$ cat config.mk
export PLATFORM = sky130hd
export DESIGN_NAME = axis_serializer_arbiter
export DESIGN_NICKNAME = d
export VERILOG_FILES = /design/src/rtl/axis_serializer_arbiter_pkg.sv /design/src/rtl/axis_rr_picker.sv /design/src/rtl/axis_serializer_arbiter.sv
export SDC_FILE = /design/constraint.sdc
export NUM_CORES = 1
export LEC_CHECK = 0
export CORE_MARGIN = 1.5
export CORE_UTILIZATION = 30
export CTS_CLUSTER_SIZE = 14
export DETAILED_ROUTE_END_ITERATION = 8
export PLACE_DENSITY = 0.82
export SYNTH_ARGS = -nofsm -noshare
export SYNTH_HDL_FRONTEND = slang
export SYNTH_SLANG_ARGS = --single-unit
$ cat constraint.sdc
create_clock -name clk -period 2.4 [get_ports clk]
set_clock_uncertainty 0.2 [all_clocks]
set_input_delay 0.24 -clock clk [delete_from_list [all_inputs] [get_ports clk]]
set_output_delay 0.24 -clock clk [all_outputs]
set_load 0.05 [all_outputs]
$ cat src/rtl/axis_serializer_arbiter_pkg.sv
// Shared definitions for the stream-sharing blocks: arbiter state encoding
// and constant-width helpers.
package axis_defs;

    typedef enum logic {
        ST_IDLE  = 1'b0,
        ST_GRANT = 1'b1
    } arb_state_t;

    // Ceiling log2; constant-evaluable so it can size ports and counters.
    function automatic int unsigned clog2(input int unsigned value);
        int unsigned r;
        r = 0;
        for (int unsigned i = 0; i < 32; i++) begin
            if ((64'd1 << i) < 64'(value)) begin
                r = i + 1;
            end
        end
        return r;
    endfunction

    function automatic int unsigned word_width(input int unsigned nb, input int unsigned w);
        return nb * w;
    endfunction

endpackage

$ cat src/rtl/axis_rr_picker.sv
// Combinational round-robin picker: first set request after i_ptr, wrapping
// modulo NB_PORTS.
module axis_rr_picker
    import axis_defs::*;
#(
    parameter int unsigned NB_PORTS = 4,
    parameter int unsigned ID_WIDTH = clog2(NB_PORTS)
) (
    input  logic [NB_PORTS-1:0] i_req,
    input  logic [ID_WIDTH-1:0] i_ptr,
    output logic [ID_WIDTH-1:0] o_idx,
    output logic                o_any
);

    // Walk from the farthest candidate to the nearest so the nearest set
    // request is the last one written and wins.
    always_comb begin
        o_any = |i_req;
        o_idx = '0;
        for (int unsigned k = NB_PORTS; k >= 1; k--) begin
            int unsigned         c;
            logic [ID_WIDTH-1:0] idx;
            c = 32'(i_ptr) + k;
            if (c >= NB_PORTS) begin
                c = c - NB_PORTS;
            end
            idx = ID_WIDTH'(c);
            if (i_req[idx]) begin
                o_idx = idx;
            end
        end
    end

endmodule

$ cat src/rtl/axis_serializer_arbiter.sv
// Round-robin arbiter sharing one serializer between NB_PORTS wide-word
// AXI-Stream requesters; a grant lasts one packet or BURST_MAX words.
module axis_serializer_arbiter
    import axis_defs::*;
#(
    parameter int unsigned NB_PORTS   = 4,
    parameter int unsigned DATA_NB    = 3,
    parameter int unsigned DATA_WIDTH = 8,
    parameter int unsigned BURST_MAX  = 16,
    parameter int unsigned ID_WIDTH   = clog2(NB_PORTS)
) (
    input  logic                                   clk,
    input  logic                                   rst,
    input  logic [NB_PORTS*DATA_NB*DATA_WIDTH-1:0] up_data,
    input  logic [NB_PORTS-1:0]                    up_valid,
    input  logic [NB_PORTS-1:0]                    up_last,
    output logic [NB_PORTS-1:0]                    up_ready,
    output logic [DATA_NB*DATA_WIDTH-1:0]          down_data,
    output logic                                   down_valid,
    input  logic                                   down_ready,
    output logic                                   down_last,
    output logic [ID_WIDTH-1:0]                    down_id
);

    localparam int unsigned         W        = word_width(DATA_NB, DATA_WIDTH);
    localparam int unsigned         CNT_W    = clog2(BURST_MAX + 1);
    localparam logic [CNT_W-1:0]    CNT_LAST = CNT_W'(BURST_MAX - 1);
    localparam logic [ID_WIDTH-1:0] PTR_RST  = ID_WIDTH'(NB_PORTS - 1);

    arb_state_t          r_state;
    arb_state_t          w_state_nxt;
    logic [ID_WIDTH-1:0] r_grant;
    logic [ID_WIDTH-1:0] r_ptr;
    logic [CNT_W-1:0]    r_cnt;
    logic [ID_WIDTH-1:0] w_pick;
    logic                w_any;
    logic                w_gvalid;
    logic                w_glast;
    logic                w_xfer;
    logic                w_release;
    logic [W-1:0]        w_words [NB_PORTS];

    for (genvar p = 0; p < NB_PORTS; p++) begin : g_words
        assign w_words[p] = up_data[p*W +: W];
    end

    axis_rr_picker #(
        .NB_PORTS (NB_PORTS),
        .ID_WIDTH (ID_WIDTH)
    ) u_picker (
        .i_req (up_valid),
        .i_ptr (r_ptr),
        .o_idx (w_pick),
        .o_any (w_any)
    );

    always_comb begin
        w_gvalid    = up_valid[r_grant];
        w_glast     = up_last[r_grant];
        w_xfer      = (r_state == ST_GRANT) && w_gvalid && down_ready;
        w_release   = w_xfer && (w_glast || (r_cnt == CNT_LAST));
        w_state_nxt = r_state;
        down_data   = '0;
        down_valid  = 1'b0;
        down_last   = 1'b0;
        down_id     = '0;
        up_ready    = '0;
        case (r_state)
            ST_IDLE: begin
                if (w_any) begin
                    w_state_nxt = ST_GRANT;
                end
            end
            ST_GRANT: begin
                down_data         = w_words[r_grant];
                down_valid        = w_gvalid;
                down_last         = w_glast;
                down_id           = r_grant;
                up_ready[r_grant] = down_ready;
                if (w_release) begin
                    w_state_nxt = ST_IDLE;
                end
            end
        endcase
    end

    // Grant only changes from IDLE, which keeps down_id/down_data stable
    // for the whole grant, including stalls.
    always_ff @(posedge clk) begin
        if (rst) begin
            r_state <= ST_IDLE;
            r_grant <= '0;
            r_cnt   <= '0;
            r_ptr   <= PTR_RST;
        end else begin
            r_state <= w_state_nxt;
            if ((r_state == ST_IDLE) && w_any) begin
                r_grant <= w_pick;
                r_cnt   <= '0;
            end
            if (w_release) begin
                r_ptr <= r_grant;
                r_cnt <= '0;
            end else if (w_xfer) begin
                r_cnt <= r_cnt + 1'b1;
            end
        end
    end

endmodule

==> metrics.txt <==
status=completed; netlist area before placement=1403 um^2; worst hold stages=2; share of layout cells above drive strength 1=0.2554; DRC Markers=0; CP peak stage delay=0.60 ns; Total Nets Final=388; Least-Margin Pin Slew=0.6182 ns; Critical Path Sink Type=output port; CTS H-tree depth=1; GRT overflow=0; Fin Setup TNS=0 ns; vias=1748; final cell count without fillers=330; Final setup viols=0; Buf/Inv on CP=2; initial antenna violation count=0; Power Dens Cells=487.3 nW/um^2; root buf cell=clkbuf_8; Crit path max-delay family=multiplexers; post-CTS sizing=0; Seq/Total Area, Yosys=0.1427; Rows=24; worst hold-check path type=register to register; ant diodes=0; Max-Cap Viols=0; routed wire length per instance=between 15 and 20 um; synth unique cells=29; Hold EP=r_cnt[1]; R2R Path End=r_cnt[0]; clock buffer depth=2; clk_lat worst skew=0.24 ns; Synthesis Warnings=0; pin count of the biggest net entering global routing=31; area grow syn2layout=129.0%; Placed Cells=between 300 and 400; peak supply drop=0.3249 mV; die width=71.38 um; min-delay src=r_cnt[1]; die height=just over 70 um; I/O Buffers=138; Core Util, Final=0.7276; Worst path most repeated cell=buf_4; origin of the critical flop-to-flop path=r_grant[0]; DRT iter0 DRCs=75; RSZ-0062 raised after global routing=no; vias in the first global route=1789; Critical Path Fanout Max=9; reg2reg path depth=5; CTS clk-pin slew, worst paths=0.05 ns; Ports=139; Post-CTS Setup Bufs=0; critical path class=register to output port; GRT Total Usage=0.2310; fmax=0.4570 GHz; Placer Congestion=0.8913; Core Box Area=4414 um^2; WL final=between 5000 and 6000 um; Slew Limit Fails=0; Fill cells=324; arrival time worst endpoint=between 1.5 and 2 ns; Syn Nets=250; total clock sinks=10; Slowest cell on crit path=mux4_1; cts bufs inserted=3; Synth Register Bits=10; Pwr Total=1565 uW; number of routed nets with antenna violations=0; Detailed Place HPWL=about 5100 um; CP Cell Sequence=buf_4 -> mux4_1 -> and2_1 -> buf_4; CTS tree=built; DR pass1 iterations=4; Vias/cell=approximately 5.3; Post-Synthesis Cells=141; Hold-fix buffers, CTS=0; Fin. Hold Viols=0; first-pass GRT wire length=slightly above 9000 um; fin crit period=2.188 ns; reg-to-reg slack, setup=0.22 ns; initial cell density of the core=0.3177; static leakage power=0.001205 uW; Slew HR=0.5835; Die Area=between 5000 and 6000 um^2; Syn Area/Cell=9.947 um^2; CP required=1.96 ns; Worst Setup Start Kind=register; final worst path period share=0.9118
[state kept, by name (all words and copies together), names as in the netlist]
signal and flops:
r_cnt 5, r_grant 2, r_ptr 2, r_state 1
[layer usage]
layer | part of all wire | global-route usage | vias up
met5 | 0 | 0 | -
met4 | 0.023 | 0.07547 | 0
met3 | 0.071 | 0.02813 | 11
met2 | 0.53 | 0.4362 | 95
met1 | 0.38 | 0.2683 | 828
li1 | - | - | 814
[power breakdown]
group	total, uW	internal, uW	leakage, uW	switching, uW
clock network	213	144	0.0000288	68.5
registers	201	179	0.0000819	22.0
logic	1150	625	0.00109	526
total	1570	948	0.00121	617
[worst max path at each step]
stage,start,endpoint,slack (ns),cells past startpoint
after floorplan,r_grant[0],down_data[10],0.32,4
after global placement,down_ready,r_state,0.15,5
after detailed placement,down_ready,r_state,0.09,5
after CTS,r_grant[0],down_last,0.19,4
after global routing,r_grant[0],r_cnt[0],0.02,5
final,r_grant[0],down_last,0.21,4
[placed cells by master (no fill, tap or decap), types with 2 or more instances in the layout]
| cell type | synthesis | routed |
|---|---|---|
| inv_1 | 8 | 8 |
| nand2_1 | 6 | 6 |
| ha_1 | 2 | 2 |
| and2_1 | 25 | 25 |
| a211oi_1 | 3 | 3 |
| clkdlybuf4s50_1 | 0 | 106 |
| o22ai_1 | 3 | 3 |
| buf_4 | 0 | 7 |
| o21ai_0 | 7 | 7 |
| and3_1 | 2 | 2 |
| a21oi_1 | 6 | 6 |
| nor2b_1 | 3 | 3 |
| mux4_2 | 24 | 24 |
| o311ai_0 | 2 | 2 |
| nor2_1 | 9 | 9 |
| nand3_1 | 6 | 6 |
| dfxtp_1 | 10 | 9 |
| mux2i_1 | 3 | 3 |
| clkbuf_8 | 0 | 4 |
| buf_12 | 0 | 32 |
[area by class of cell]
cell class                 instances  area [um^2]  area share
clock buffer                       4        55.05     0.01714
inverter                           8        30.03    0.009349
multi-input combinational        111         1106      0.3444
sequential                        10        201.4     0.06272
tap                               52        65.06     0.02026
timing repair buffer             145         1754      0.5462
[metrics by stage]
step                setup slack [ns]  hold slack (ns)  instance area, um^2
finish                        0.2116           0.2924                 3212
global route                 0.01826           0.3298                 3212
CTS                           0.1862           0.2884                 3212
detailed placement           0.08777           0.2819                 3157
global placement              0.1536           0.2579                 3157
floorplan                     0.3240           0.1091                 1403
[worst register-to-register path, cell delays in order (launching register included)]
cell      delay, ns
dfxtp_2        0.34
buf_4          0.21
mux4_1         0.60
nor2_1         0.23
o21ai_0        0.27
a211oi_1       0.26
[cells in the mapped netlist, drive strengths merged]
| cell | number | area [um^2] |
|---|---|---|
| a21oi | 6 | 30.03 |
| nor2 | 9 | 33.78 |
| mux2i | 3 | 30.03 |
| nand2b | 1 | 6.260 |
| ha | 2 | 25.02 |
| nand3 | 7 | 40.04 |
| nor2b | 3 | 18.77 |
| and3 | 2 | 12.51 |
| or3 | 1 | 6.260 |
| o311ai | 2 | 17.52 |
| a31oi | 1 | 6.260 |
| a2111o | 1 | 11.26 |
| nand2 | 6 | 22.52 |
| inv | 8 | 30.03 |
| clkbuf | 5 | 18.77 |
| o31a | 1 | 8.760 |
| o21ai | 7 | 35.03 |
| dfxtp | 10 | 200.2 |
| o22a | 1 | 8.760 |
| nand3b | 1 | 20.02 |
| and2 | 25 | 156.4 |
| mux4 | 25 | 566.8 |
| a211oi | 3 | 22.52 |
| o22ai | 3 | 18.77 |
| a31o | 1 | 8.760 |
| buf | 7 | 47.54 |
[cells by family (layout without fill, tap and decap cells)]
group / Yosys count / in the layout / synth area share
fa+ha+maj: 2 / 2 / 0.01784
buf+inv: 20 / 157 / 0.06869
flops: 10 / 10 / 0.1427
simple gates: 55 / 55 / 0.2257
compound gates: 26 / 26 / 0.1195
mux: 28 / 28 / 0.4255
No activity file was read; power rests on OpenSTA's default activity.
